`config.mk`:
```
export PLATFORM = sky130hd
export DESIGN_NAME = fetch_ctrl
export DESIGN_NICKNAME = d
export VERILOG_FILES = /design/src/rtl/fetch_ctrl.sv
export SDC_FILE = /design/constraint.sdc
export NUM_CORES = 1
export LEC_CHECK = 0
export CORE_MARGIN = 5
export CORE_UTILIZATION = 40
export CTS_BUF_LIST = sky130_fd_sc_hd__clkbuf_2
export DETAILED_ROUTE_END_ITERATION = 7
export GPL_ROUTABILITY_DRIVEN = 1
export PLACE_DENSITY = 0.61
export SLEW_MARGIN = 10
export SYNTH_ARGS = -nofsm -noshare
export SYNTH_HDL_FRONTEND = slang
export SYNTH_SLANG_ARGS = --single-unit
```
`constraint.sdc`:
```
create_clock -name clk -period 9.14 [get_ports clk]
set_input_delay 1.828 -clock clk [delete_from_list [all_inputs] [get_ports clk]]
set_output_delay 1.828 -clock clk [all_outputs]
set_load 0.05 [all_outputs]
```
`src/rtl/fetch_ctrl.sv`:
```
// Instruction fetch control: in-order imem requests, tagged response
// buffer, redirect flush and drain of stale in-flight responses.
module fetch_ctrl #(
  parameter logic [31:0] RESET_PC = 32'h6000_0000,
  parameter int          DEPTH    = 2
) (
  input  logic        clk,
  input  logic        rst,
  input  logic        stall,
  input  logic        mispredict,
  input  logic [31:0] mispredict_addr,
  input  logic        br_guess,
  input  logic [31:0] br_guess_addr,
  output logic [31:0] imem_addr,
  output logic [3:0]  imem_rmask,
  input  logic [31:0] imem_rdata,
  input  logic        imem_resp,
  output logic [31:0] fetch_pc,
  output logic [31:0] fetch_instr,
  output logic        fetch_valid
);

  localparam int PW = (DEPTH > 1) ? $clog2(DEPTH) : 1;
  localparam int CW = $clog2(DEPTH + 1);
  localparam int OW = CW + 1;
  localparam logic [PW-1:0] PLAST = PW'(DEPTH - 1);

  typedef enum logic {
    RUN,
    DRAIN
  } state_e;

  typedef struct packed {
    logic [31:0] pc;
    logic [31:0] instr;
  } ent_t;

  state_e        state_q;
  state_e        state_d;
  logic [31:0]   npc_q;
  logic [31:0]   npc_d;
  logic [CW-1:0] drop_q;
  logic [CW-1:0] drop_d;

  logic [31:0]   pcq_mem [DEPTH];
  logic [PW-1:0] pcq_rd;
  logic [PW-1:0] pcq_wr;
  logic [CW-1:0] pcq_cnt;

  ent_t          rsq_mem [DEPTH];
  logic [PW-1:0] rsq_rd;
  logic [PW-1:0] rsq_wr;
  logic [CW-1:0] rsq_cnt;

  logic          pop;
  logic          br_take;
  logic          flush;
  logic          resp_ok;
  logic          push;
  logic          drain_rsp;
  logic          issue;
  logic [CW-1:0] outst;
  logic [OW-1:0] occ;
  ent_t          head;

  function automatic logic [PW-1:0] nxt(
    input logic [PW-1:0] p
  );
    return (p == PLAST) ? '0 : p + PW'(1);
  endfunction

  assign head        = rsq_mem[rsq_rd];
  assign fetch_valid = (rsq_cnt != '0);
  assign fetch_pc    = fetch_valid ? head.pc : '0;
  assign fetch_instr = fetch_valid ? head.instr : '0;
  assign imem_addr   = npc_q;
  assign imem_rmask  = issue ? 4'hF : 4'h0;

  always_comb begin
    pop       = fetch_valid & ~stall;
    br_take   = br_guess & pop & ~mispredict;
    flush     = mispredict | br_take;
    // drop is only nonzero in DRAIN, where the PC queue is empty
    outst     = pcq_cnt + drop_q;
    resp_ok   = imem_resp & (outst != '0);
    push      = resp_ok & (state_q == RUN) & ~flush;
    drain_rsp = resp_ok & (state_q == DRAIN) & ~flush;
    occ       = OW'(pcq_cnt) + OW'(rsq_cnt) - OW'(pop);
    issue     = rst & (state_q == RUN) & ~flush
              & (occ < OW'(DEPTH));
  end

  always_comb begin
    state_d = state_q;
    npc_d   = npc_q;
    drop_d  = drop_q;
    unique case (1'b1)
      flush: begin
        npc_d   = mispredict ? mispredict_addr
                             : br_guess_addr;
        drop_d  = outst - CW'(resp_ok);
        state_d = (drop_d != '0) ? DRAIN : RUN;
      end
      drain_rsp: begin
        drop_d  = drop_q - CW'(1);
        state_d = (drop_d != '0) ? DRAIN : RUN;
      end
      issue: begin
        npc_d = npc_q + 32'd4;
      end
      default: begin
      end
    endcase
  end

  always_ff @(posedge clk or negedge rst) begin
    if (!rst) begin
      state_q <= RUN;
      npc_q   <= RESET_PC;
      drop_q  <= '0;
    end else begin
      state_q <= state_d;
      npc_q   <= npc_d;
      drop_q  <= drop_d;
    end
  end

  always_ff @(posedge clk or negedge rst) begin
    if (!rst) begin
      pcq_rd  <= '0;
      pcq_wr  <= '0;
      pcq_cnt <= '0;
      for (int i = 0; i < DEPTH; i++) begin
        pcq_mem[i] <= '0;
      end
    end else if (flush) begin
      pcq_rd  <= '0;
      pcq_wr  <= '0;
      pcq_cnt <= '0;
    end else begin
      if (issue) begin
        pcq_mem[pcq_wr] <= npc_q;
        pcq_wr          <= nxt(pcq_wr);
      end
      if (push) begin
        pcq_rd <= nxt(pcq_rd);
      end
      pcq_cnt <= pcq_cnt + CW'(issue) - CW'(push);
    end
  end

  // A taken guess consumes the head, so every buffered entry goes
  always_ff @(posedge clk or negedge rst) begin
    if (!rst) begin
      rsq_rd  <= '0;
      rsq_wr  <= '0;
      rsq_cnt <= '0;
      for (int i = 0; i < DEPTH; i++) begin
        rsq_mem[i] <= '0;
      end
    end else if (flush) begin
      rsq_rd  <= '0;
      rsq_wr  <= '0;
      rsq_cnt <= '0;
    end else begin
      if (push) begin
        rsq_mem[rsq_wr] <= '{
          pc:    pcq_mem[pcq_rd],
          instr: imem_rdata
        };
        rsq_wr <= nxt(rsq_wr);
      end
      if (pop) begin
        rsq_rd <= nxt(rsq_rd);
      end
      rsq_cnt <= rsq_cnt + CW'(push) - CW'(pop);
    end
  end

endmodule

```
======== After elaboration in Yosys (flattened, before gate mapping) ========
Cells that the tools add are included.
operators by class
  magnitude comparators ................... 7
  equal/unequal tests ..................... 0
  add/subtract/negate cells ............... 14
  multiplexer cells ....................... 35
  divide/modulo/power cells ............... 0
  shifts and indexed selects .............. 0
  bitwise gates (word level) .............. 20
  multiply operators ...................... 0
  reduce and logical (&&, ||, !) cells .... 12
operators with widths
  cell                     number
  $mux W64                 4
  $mux W32                 7
  $bwmux W128              1
  $bwmux W64               1
  $demux W64 S1            1
  $pmux W32 S2             1
  $add A32 B3 Y32 const B  1
  $demux W32 S1            1
  $reduce_bool A2 Y1       8
  $mux W1                  14
  $and A1 B1 Y1            11
  $ge A2 B2 Y1 const B     4
  $not A1 Y2               4
  $sub A2 B1 Y2            3
  $add A1 B1 Y1 const B    4
  $add A2 B1 Y2            2
  $lt A2 B1 Y1 const B     2
  $mux W2                  2
  $mux W4                  1
  $not A1 Y1               4
  $pmux W2 S2              1
  $reduce_and A2 Y1        2
  $add A2 B2 Y3            1
  $lt A3 B2 Y1 const B     1
  6 further kinds          7
word-level totals
  word-level logic and storage cells ...... 103
  memories kept ........................... 0
  memory bits (read-only) ................. 0
  bits in writable memories ............... 0
  register bits after elaboration ......... 235
  input port bits ......................... 102
  output and inout port bits .............. 101
  bits in latches ......................... 0

======== Longest topological paths before layout ========
Gate-level depths: netlist (run 1).
  depth in word-level cells ............... 11
  gate-level depth with buffers ........... 15
  mapped depth without buffers ............ 14

======== Worst setup path before layout (run 1) ========
No wires, ideal clock.
  path kind ............................... input to output
  from .................................... in stall
  to ...................................... out imem_rmask[0]
  path buffers ............................ 1
  required time ........................... 7.312 ns
  stages .................................. 7
  arrival ................................. 3.596 ns
  slack ................................... 3.716 ns
  cell sequence ........................... nor3_1 o21ai_0 fa_1 xor2_2 nand2_1 nor2_1 buf_4
between the ends
  cells in the longest elaborated chain, start to end .. 9
  elaborated cells between the ends (all ways) .. 11
  classes of those cells .................. add/sub: 1; order compare: 1; mux: 1; bitwise: 8
RTL lines
  item                                                                   RTL line  RTL
  start: declaration                                                     9         input logic stall,
  $not A1 Y1 (*)                                                         80        pop = fetch_valid & ~stall;
  $and A1 B1 Y1 (*)                                                      80
  parallel branches: the longest is 5 deep, another holds $sub A3 B1 Y3  --
  $and A1 B1 Y1 (*)                                                      90        & (occ < OW'(DEPTH));
  named net issue                                                        61        logic issue;
  $mux W4 (*)                                                            77        assign imem_rmask = issue ? 4'hF : 4'h0;
  end: declaration                                                       15        output logic [3:0] imem_rmask,
Mark *: on every way through the listed nets, which the timed path passes.

======== Worst setup path after layout (run 1) ========
  from .................................... in stall
  to ...................................... out imem_rmask[1]
between the ends
  cells in the longest elaborated chain, start to end .. 9
  elaborated cells between the ends (all ways) .. 11
  classes of those cells .................. add/sub: 1; order compare: 1; mux: 1; bitwise: 8
RTL lines
  item                                                                   RTL line
  $not A1 Y1 (*)                                                         80
  $and A1 B1 Y1 (*)                                                      80
  parallel branches: the longest is 5 deep, another holds $sub A3 B1 Y3  --
  $and A1 B1 Y1 (*)                                                      90
  $mux W4 (*)                                                            77
Mark *: on every way between the ends.

==> flow_metrics.env, run 1 <==
export IMPL_status="completed"
export IMPL_cp_slowest_cell="clkdlybuf4s50_1"
export IMPL_antenna_found_initial=1
export IMPL_holdWs_ns=0.481
export IMPL_tns_ns=0
export IMPL_dieArea_um2=31400
export IMPL_async_flop_share_pct=100
export IMPL_layout_nets=1300
export IMPL_clockRootBuffer="clkbuf_2"
export IMPL_crit_chain="clkdlybuf4s50_1 -> nor3_1 -> o21ai_0 -> fa_1 -> and3b_1 -> nand2_1 -> nor2_1 -> clkdlybuf4s50_1"
export IMPL_p_clk_share_pct=16.2
export IMPL_maxCapViolations=0
export IMPL_drc=0
export IMPL_min_period_ns=6.79
export IMPL_cp_required_ns=7.31
export IMPL_hold_violations=0
export IMPL_yosys_area_top_type="dfrtp_1"
export IMPL_die_x_um=177
export IMPL_io_buffers=202
export IMPL_post_cts_buffers=0
export IMPL_p_comb_share_pct=42.9
export IMPL_p_switching_mw=1.72
export IMPL_synth_top_area_share_pct=52.2
export IMPL_ctsResizeCount=0
export IMPL_slew_violations=0
export IMPL_peakVddDrop_v=0.000120
export IMPL_wl_um=27800
export IMPL_netlist_top_cells_area="dfrtp_1 52%, mux2_2 13%, mux2i_1 9.4%"
export IMPL_timing_final_crit_share_pct=74.3
export IMPL_cp_arrival_ns=4.96
export IMPL_synth_flop_cell="dfrtp_1"
export IMPL_drive_gt1_share_pct=21.0
export IMPL_synth_avg_cell_area_um2=11.4
export IMPL_final_cell_area_um2=14000
export IMPL_critPathTopFamily="buffers and inverters"
export IMPL_insertion_delay_ns=0.84
export IMPL_area_growth_pct=25.1
export IMPL_seq_area_frac_synth_pct=52.7
export IMPL_cts_tree="built"
export IMPL_placed_cell_area_um2=13500
export IMPL_rr_startpoint="rsq_cnt[1]"
export IMPL_crit_fanout=6
export IMPL_synth_area_um2=11200
export IMPL_synth_cell_types=47
export IMPL_cts_sink_count=235
export IMPL_final_setup_viol_count=0
export IMPL_max_stage_delay_ns=0.89
export IMPL_firstDrtPassIters=4
export IMPL_start_kind="input port"
export IMPL_switching_share_pct=41.3
export IMPL_clk_pin_slew_worst_paths_ns=0.09
export IMPL_synth_fp_nets=1094
export IMPL_vias_per_cell=5.03
export IMPL_numCtsBuffers=60
export IMPL_skew_ns=0.0781
export IMPL_dp_hpwl_um=18200
export IMPL_routedWlPerCell_um=17.3
export IMPL_seqPwrFrac_pct=41.0
export IMPL_path_class="input port to output port"
export IMPL_timing_fmax_ghz=0.147
export IMPL_min_from="rsq_mem[120]"
export IMPL_ys_ff_latch=235
export IMPL_rsz0062_at_grt="no"
export IMPL_worstMarginPinSlew_ns=1.11
export IMPL_grt_pass1_wl_um=45300
export IMPL_final_antenna_net_count=0
export IMPL_drt_first_iter_violations=414
export IMPL_place_congestion=0.769
export IMPL_core_area_um2=27700
export IMPL_start_util_pct=40.3
export IMPL_synth_cells=982
export IMPL_vias=8086
export IMPL_h_tree_depth=2
export IMPL_cpMostUsedCell="clkdlybuf4s50_1"
export IMPL_num_rows=61
export IMPL_grt_max_degree=148
export IMPL_grt_total_usage_pct=18.0
export IMPL_critPathBufInv=2
export IMPL_power_density_nw_per_um2=299
export IMPL_startpoint="stall"
export IMPL_io_pins=203
export IMPL_p_leak_nw=5.98
export IMPL_clockBufferDepth=3
export IMPL_synth_edf_count=0
export IMPL_ys_warnings_count=0
export IMPL_relSlewSlack_pct=25.7
export IMPL_ctsHoldBuffers=0
export IMPL_crit_path_end_kind="output port"
export IMPL_dieHeight_um=177
export IMPL_grt_pass1_vias=8370
export IMPL_hold_path_class="register to register"
export IMPL_intPower_mw=2.45
export IMPL_grt_ovfl_total=0
kinds of logic after synthesis:
group / count (synthesis) / share of synthesized area [%]
compound gates: 125 / 6.42
flops: 235 / 52.7
mux: 234 / 22.4
buf+inv: 85 / 3.52
simple gates: 256 / 10.7
xor+xnor: 37 / 3.11
fa+ha+maj: 10 / 1.19
layout by cell type (no fill, tap or decap), types with 2 or more instances in the layout:
cell | Yosys | layout
or3_1 | 3 | 2
inv_1 | 17 | 17
nand3_2 | 2 | 2
nor2_1 | 109 | 107
dfstp_2 | 2 | 2
nand2_1 | 59 | 59
nor4_1 | 10 | 10
and4_1 | 3 | 3
mux2_2 | 129 | 129
nor2_4 | 0 | 2
xnor2_1 | 30 | 30
nor2b_1 | 19 | 19
a21oi_1 | 51 | 51
o31ai_1 | 2 | 2
dfrtp_1 | 233 | 231
clkinv_1 | 0 | 3
clkbuf_2 | 0 | 98
inv_2 | 0 | 2
clkdlybuf4s50_1 | 0 | 200
nor3_1 | 11 | 10
or4_1 | 2 | 2
ha_1 | 9 | 9
a221oi_1 | 2 | 2
diode_2 | 0 | 2
xor2_1 | 5 | 5
and3_1 | 5 | 5
o21ai_0 | 39 | 39
nor4b_1 | 2 | 2
buf_4 | 5 | 9
nand3_1 | 11 | 11
o221ai_1 | 4 | 4
nand4_1 | 7 | 7
or3_4 | 1 | 2
mux2i_1 | 105 | 105
a211oi_1 | 18 | 18
a31oi_1 | 4 | 4
and2_1 | 7 | 7
flip-flops by register name (all words and copies together), names as in the netlist:
signal     count
pcq_mem       64
imem_addr     32
pcq_wr         1
rsq_wr         1
pcq_rd         1
rsq_cnt        2
rsq_mem      128
rsq_rd         1
drop_q         2
pcq_cnt        2
state_q        1
metrics by stage:
stage / std cells / util (%) / total power, mW / worst slack (ns)
CTS: 1607 / 50.4 / 4.24 / 2.33
detailed placement: 1504 / 48.6 / 3.55 / 2.35
floorplan: 982 / - / 2.96 / 3.72
global placement: 1504 / 48.6 / 3.52 / 2.38
global route: 1608 / 50.4 / 4.49 / 2.09
finish: 1609 / 50.4 / 4.17 / 2.35
layer usage:
metal	track usage (%)	vias up	wire length, µm
li1	-	3878	-
met1	24.8	3944	12600
met2	28.3	234	12700
met3	5.34	30	2120
met4	4.19	0	359
met5	0	-	0
worst paths after layout:
check	depth (start not counted)	end	slack [ns]
max	8	imem_rmask[1]	2.35
min	2	rsq_mem[120]	0.48
max reg2reg	9	pcq_mem[49]	5.35
min reg2reg	2	rsq_mem[120]	0.48
max in group asynchronous	2	imem_addr[12]	6.85
min in group asynchronous	1	rsq_mem[0]	1.02
power by group through the flow:
stage	Clock, mW	Combinational [mW]	Sequential (mW)
4_1_cts	0.710	1.82	1.71
3_3_place_gp	0	1.79	1.72
3_5_place_dp	0	1.81	1.74
2_1_floorplan	0	1.25	1.71
6_report	0.674	1.79	1.71
5_1_grt	0.770	1.95	1.76
synth_stat cells (all sizes together), types with 13 or more instances:
| cell | number |
|---|---|
| dfrtp | 233 |
| nor2b | 19 |
| xnor2 | 30 |
| a211oi | 18 |
| clkbuf | 30 |
| inv | 17 |
| buf | 38 |
| mux2i | 105 |
| nand3 | 13 |
| a21oi | 51 |
| mux2 | 129 |
| nand2 | 59 |
| nor2 | 109 |
| o21ai | 40 |
worst min-delay path, stage by stage, from the launching register on:
cell and delay [ns]:
dfrtp_1 0.35, nand2_1 0.05, o21ai_0 0.06
final cells by class:
type,count,area [µm²]
antenna,2,5.00
clock buffer,98,490
clock inverter,5,18.8
fill,2632,13700
inverter,17,63.8
multi-input combinational,662,4930
sequential,235,5890
tap,378,473
timing repair buffer,212,2110
No activity file was read; power rests on OpenSTA's default activity.
==> run 2: changes to the inputs <==
==> constraint.sdc (replaced) <==
create_clock -name clk -period 6.8 [get_ports clk]
set_input_delay 1.36 -clock clk [delete_from_list [all_inputs] [get_ports clk]]
set_output_delay 1.36 -clock clk [all_outputs]
set_load 0.05 [all_outputs]
==> run 2 against run 1 <==
Setup slack got worse by 1.5 ns. Largest cell class unchanged. Cell area up 0.38%. Die area stayed put. Largest power group unchanged.
==> flow_metrics.env, run 2 (synthesis gave the netlist of run 1 again) <==
export IMPL_drt_first_iter_violations=263
export IMPL_post_place_cells=1509
export IMPL_fillerInstances=2577
export IMPL_grt_ovfl_total=0
export IMPL_layout_nets=1305
export IMPL_wl_um=28000
export IMPL_seq_area_um2=5890
export IMPL_grt_pass1_vias=8150
export IMPL_die_x_um=177
export IMPL_dp_hpwl_um=18400
export IMPL_rr_startpoint="rsq_cnt[1]"
export IMPL_multi_input_area_um2=4930
export IMPL_clk_pin_slew_worst_paths_ns=0.10
export IMPL_start_kind="input port"
export IMPL_maxCapViolations=0
export IMPL_regMostFlops="rsq_mem"
export IMPL_reg2reg_depth=14
export IMPL_layout_commonest_cell="dfrtp_1"
export IMPL_cp_arrival_ns=4.58
export IMPL_area_growth_pct=25.6
export IMPL_path_class="input port to output port"
export IMPL_rr_endpoint="pcq_cnt[1]"
export IMPL_num_rows=61
export IMPL_slew_violations=0
export IMPL_grt_max_degree=75
export IMPL_vias_per_cell=5.02
export IMPL_final_setup_viol_count=0
export IMPL_crit_fanout=6
export IMPL_core_area_um2=27700
export IMPL_ctsHoldBuffers=0
export IMPL_fin_cells=1614
export IMPL_post_cts_buffers=0
export IMPL_clockRootBuffer="clkbuf_2"
export IMPL_timing_fmax_ghz=0.168
export IMPL_skew_ns=0.0602
export IMPL_numCtsBuffers=60
export IMPL_firstDrtPassIters=4
export IMPL_r2r_setup_slack_ns=3.39
export IMPL_insertion_delay_ns=0.83
export IMPL_peakVddDrop_v=0.000194
export IMPL_h_tree_depth=2
export IMPL_hold_violations=0
export IMPL_io_buffers=202
export IMPL_dieArea_um2=31400
export IMPL_grt_total_usage_pct=18.0
export IMPL_rsz0062_at_grt="no"
export IMPL_tns_ns=0
export IMPL_drc=0
export IMPL_clockBufferDepth=3
export IMPL_place_congestion=0.808
export IMPL_p_leak_nw=6.01
export IMPL_vias=8102
export IMPL_io_pins=203
export IMPL_cts_tree="built"
export IMPL_cp_required_ns=5.44
export IMPL_hold_path_class="input port to asynchronous set/reset pin"
export IMPL_ctsResizeCount=0
export IMPL_antenna_found_initial=3
export IMPL_dieHeight_um=177
export IMPL_power_density_nw_per_um2=404
export IMPL_status="completed"
export IMPL_min_period_ns=5.94
export IMPL_crit_path_end_kind="output port"
export IMPL_final_cell_mix="231 x dfrtp_1, 200 x clkdlybuf4s50_1, 129 x mux2_2"
export IMPL_final_antenna_net_count=0
export IMPL_worstMarginPinSlew_ns=1.07
export IMPL_relSlewSlack_pct=28.6
export IMPL_routedWlPerCell_um=17.3
export IMPL_grt_pass1_wl_um=45200
export IMPL_cts_sink_count=235
export IMPL_startpoint="stall"
export IMPL_drive_gt1_share_pct=21.3
export IMPL_largest_reg_flops=128
export IMPL_start_util_pct=40.3
export IMPL_timing_final_crit_share_pct=87.3
## run 2: stage by stage
step | total power [mW] | hold slack, ns | setup WS (ns) | cell area, µm² | util (%)
3_3_place_gp | 4.73 | 0.460 | 0.939 | 13500 | 48.7
3_5_place_dp | 4.78 | 0.469 | 0.861 | 13500 | 48.7
6_report | 5.67 | 0.407 | 0.860 | 14000 | 50.6
5_1_grt | 6.08 | 0.313 | 0.607 | 14000 | 50.6
2_1_floorplan | 3.98 | 0.449 | 2.31 | 11200 | -
4_1_cts | 5.76 | 0.281 | 0.842 | 14000 | 50.6
## run 2: routing by layer
| metal | track usage (%) | up-vias | part of all wire, % |
|---|---|---|---|
| met5 | 0 | - | 0.089 |
| met3 | 5.53 | 48 | 7.1 |
| li1 | - | 3888 | - |
| met1 | 24.8 | 3937 | 45 |
| met4 | 4.64 | 4 | 1.8 |
| met2 | 27.9 | 225 | 46 |
## run 2: where the power goes
part / internal, mW / total [mW] / switching, mW
logic: 1.03 / 2.40 / 1.37
clock network: 0.409 / 0.960 / 0.551
registers: 1.90 / 2.31 / 0.411
total: 3.33 / 5.67 / 2.34
## run 2: worst max path at each step
stage                    endpoint  slack [ns]  depth (start not counted)
floorplan           imem_rmask[0]        2.31                          7
global placement    imem_rmask[1]        0.94                          8
detailed placement  imem_rmask[2]        0.86                          8
CTS                 imem_rmask[2]        0.84                          8
global route        imem_rmask[2]        0.61                          8
finish              imem_rmask[1]        0.86                          8
## run 2: area by class of cell
cell class	count	share of cell area (%)
Antenna cell	1	0.0178
Timing Repair Buffer	217	15.2
Clock inverter	6	0.348
Sequential cell	235	42.0
Inverter	17	0.455
Tap cell	378	3.37
Multi-Input combinational cell	662	35.1
Clock buffer	98	3.50
## run 2: worst max-delay path, cell delays in order
cell	delay, ns
clkdlybuf4s50_1	0.44
nor3_1	0.34
o21ai_0	0.19
fa_1	0.50
and3b_1	0.29
nand2_1	0.16
nor2_1	0.39
clkdlybuf4s50_1	0.90
==> run 3: changes to the inputs <==
--- a/config.mk
+++ b/config.mk
@@ -5,9 +5,9 @@
 export SDC_FILE = /design/constraint.sdc
 export NUM_CORES = 1
 export LEC_CHECK = 0
+export CORE_ASPECT_RATIO = 0.5
 export CORE_MARGIN = 5
 export CORE_UTILIZATION = 40
-export CTS_BUF_LIST = sky130_fd_sc_hd__clkbuf_2
 export DETAILED_ROUTE_END_ITERATION = 7
 export GPL_ROUTABILITY_DRIVEN = 1
 export PLACE_DENSITY = 0.61
==> run 3 against run 2 <==
Via count down 2.8%. Critical path depth unchanged. Clock skew down 0.041 ns. Routed wire length up 1.1%. Global-route usage barely moved. Combinational power hardly changed.
==> flow_metrics.env, run 3 (synthesis gave the netlist of run 1 again) <==
export IMPL_cp_arrival_ns=4.45
export IMPL_fin_util_pct=51.4
export IMPL_regMostFlops="rsq_mem"
export IMPL_rr_startpoint="rsq_cnt[1]"
export IMPL_min_period_ns=5.81
export IMPL_worstMarginPinSlew_ns=1.12
export IMPL_io_pins=203
export IMPL_io_buffers=202
export IMPL_p_switching_mw=2.35
export IMPL_seq_area_um2=5890
export IMPL_hold_path_class="register to register"
export IMPL_largest_reg_flops=128
export IMPL_antenna_found_initial=0
export IMPL_drt_met1_wl_um=12800
export IMPL_tns_ns=0
export IMPL_cp_required_ns=5.44
export IMPL_wl_met2_um=13500
export IMPL_num_rows=43
export IMPL_vias=7879
export IMPL_status="completed"
export IMPL_clk_pin_slew_worst_paths_ns=0.06
export IMPL_timing_final_crit_share_pct=85.5
export IMPL_rsz0062_at_grt="no"
export IMPL_p_leak_nw=5.91
export IMPL_power_density_nw_per_um2=421
export IMPL_intPower_mw=3.62
export IMPL_antenna_cells=0
export IMPL_grt_total_usage_pct=18.0
export IMPL_place_congestion=0.788
export IMPL_final_antenna_net_count=0
export IMPL_hold_violations=0
export IMPL_dieHeight_um=128
export IMPL_skew_ns=0.0189
export IMPL_dp_hpwl_um=19100
export IMPL_cts_sink_count=235
export IMPL_crit_path_end_kind="output port"
export IMPL_layout_nets=1265
export IMPL_fin_ws_ns=0.987
export IMPL_routedWlPerCell_um=18.2
export IMPL_clockBufferDepth=3
export IMPL_multi_input_area_um2=4930
export IMPL_firstDrtPassIters=4
export IMPL_vias_per_cell=5.08
export IMPL_clockRootBuffer="clkbuf_16"
export IMPL_peakVddDrop_v=0.000179
export IMPL_maxCapViolations=0
export IMPL_switching_share_pct=39.4
export IMPL_insertion_delay_ns=0.52
export IMPL_ctsHoldBuffers=0
export IMPL_drt_first_iter_violations=432
export IMPL_timing_fmax_ghz=0.172
export IMPL_layout_commonest_cell="dfrtp_1"
export IMPL_h_tree_depth=1
export IMPL_dr_max_layer_used="met4"
export IMPL_post_place_ws_ns=0.992
export IMPL_grt_max_degree=88
export IMPL_start_kind="input port"
export IMPL_final_cell_mix="231 x dfrtp_1, 200 x clkdlybuf4s50_1, 129 x mux2_2"
export IMPL_p_clk_share_pct=20.7
export IMPL_grt_ovfl_total=0
export IMPL_wl_um=28300
export IMPL_crit_fanout=6
export IMPL_total_power_mw=5.97
export IMPL_path_class="input port to output port"
export IMPL_grt_pass1_wl_um=45600
export IMPL_dieArea_um2=31600
export IMPL_core_area_um2=27600
export IMPL_numCtsBuffers=23
export IMPL_start_util_pct=40.5
export IMPL_area_growth_pct=27.0
export IMPL_min_from="rsq_mem[103]"
export IMPL_grt_pass1_vias=8146
export IMPL_startpoint="stall"
export IMPL_ctsResizeCount=0
export IMPL_post_cts_buffers=0
export IMPL_fillerInstances=2473
export IMPL_relSlewSlack_pct=25.4
export IMPL_die_x_um=246
export IMPL_met3_length_um=1540
export IMPL_drive_gt1_share_pct=16.7
export IMPL_drc=0
export IMPL_final_setup_viol_count=0
export IMPL_slew_violations=0
export IMPL_seqPwrFrac_pct=38.9
export IMPL_cts_tree="built"
export IMPL_p_comb_share_pct=40.4
-- run 3: cell types whose count changed in the layout (fill, tap and decap cells not counted), moves of 3 or more --
cell	before	now
clkinv_2	0	5
clkinvlp_4	0	3
clkbuf_16	0	23
clkbuf_1	0	7
clkinv_1	4	0
buf_4	15	12
clkbuf_2	98	0
-- run 3: worst paths after layout --
kind                                 endpoint  slack, ns  cells past startpoint
max in group asynchronous         rsq_mem[70]       4.43                      2
worst max register to register  imem_addr[28]       3.48                      9
worst min-delay path             rsq_mem[103]       0.48                      2
worst min register to register   rsq_mem[103]       0.48                      2
worst max-delay path            imem_rmask[0]       0.99                      8
min in group asynchronous          pcq_cnt[1]       0.82                      1
-- run 3: worst max-delay path: stages --
cell,delay [ns]
clkdlybuf4s50_1,0.43
nor3_1,0.32
o21ai_0,0.18
fa_1,0.49
and3b_1,0.29
nand2_1,0.15
nor2_1,0.35
clkdlybuf4s50_1,0.89
-- run 3: power by group through the flow --
| stage | clock network (mW) | registers, mW | logic, mW |
|---|---|---|---|
| floorplan | 0 | 2.30 | 1.68 |
| global placement | 0 | 2.32 | 2.39 |
| detailed placement | 0 | 2.35 | 2.44 |
| CTS | 1.27 | 2.32 | 2.45 |
| global route | 1.33 | 2.39 | 2.62 |
| finish | 1.24 | 2.32 | 2.41 |
-- run 3: final cells by class --
type / instances / area share, %
clock buffers: 32 / 4.44
clock inverters: 10 / 0.609
inverters: 17 / 0.450
multi-input cells: 662 / 34.7
flip-flops and latches: 235 / 41.5
well taps: 382 / 3.37
repair buffers: 214 / 14.9
-- run 3: metal layers --
layer | GRT usage, % | vias up
met4 | 3.28 | 0
met3 | 3.35 | 28
met1 | 25.0 | 3948
li1 | - | 3767
met5 | 0 | -
met2 | 30.1 | 136
-- run 3: per-stage QoR --
stage | hold WS, ns | std cells | area, µm²
floorplan | 0.449 | 982 | 11200
global placement | 0.462 | 1510 | 13500
detailed placement | 0.469 | 1510 | 13500
CTS | 0.483 | 1552 | 14200
global route | 0.505 | 1552 | 14200
finish | 0.477 | 1552 | 14200
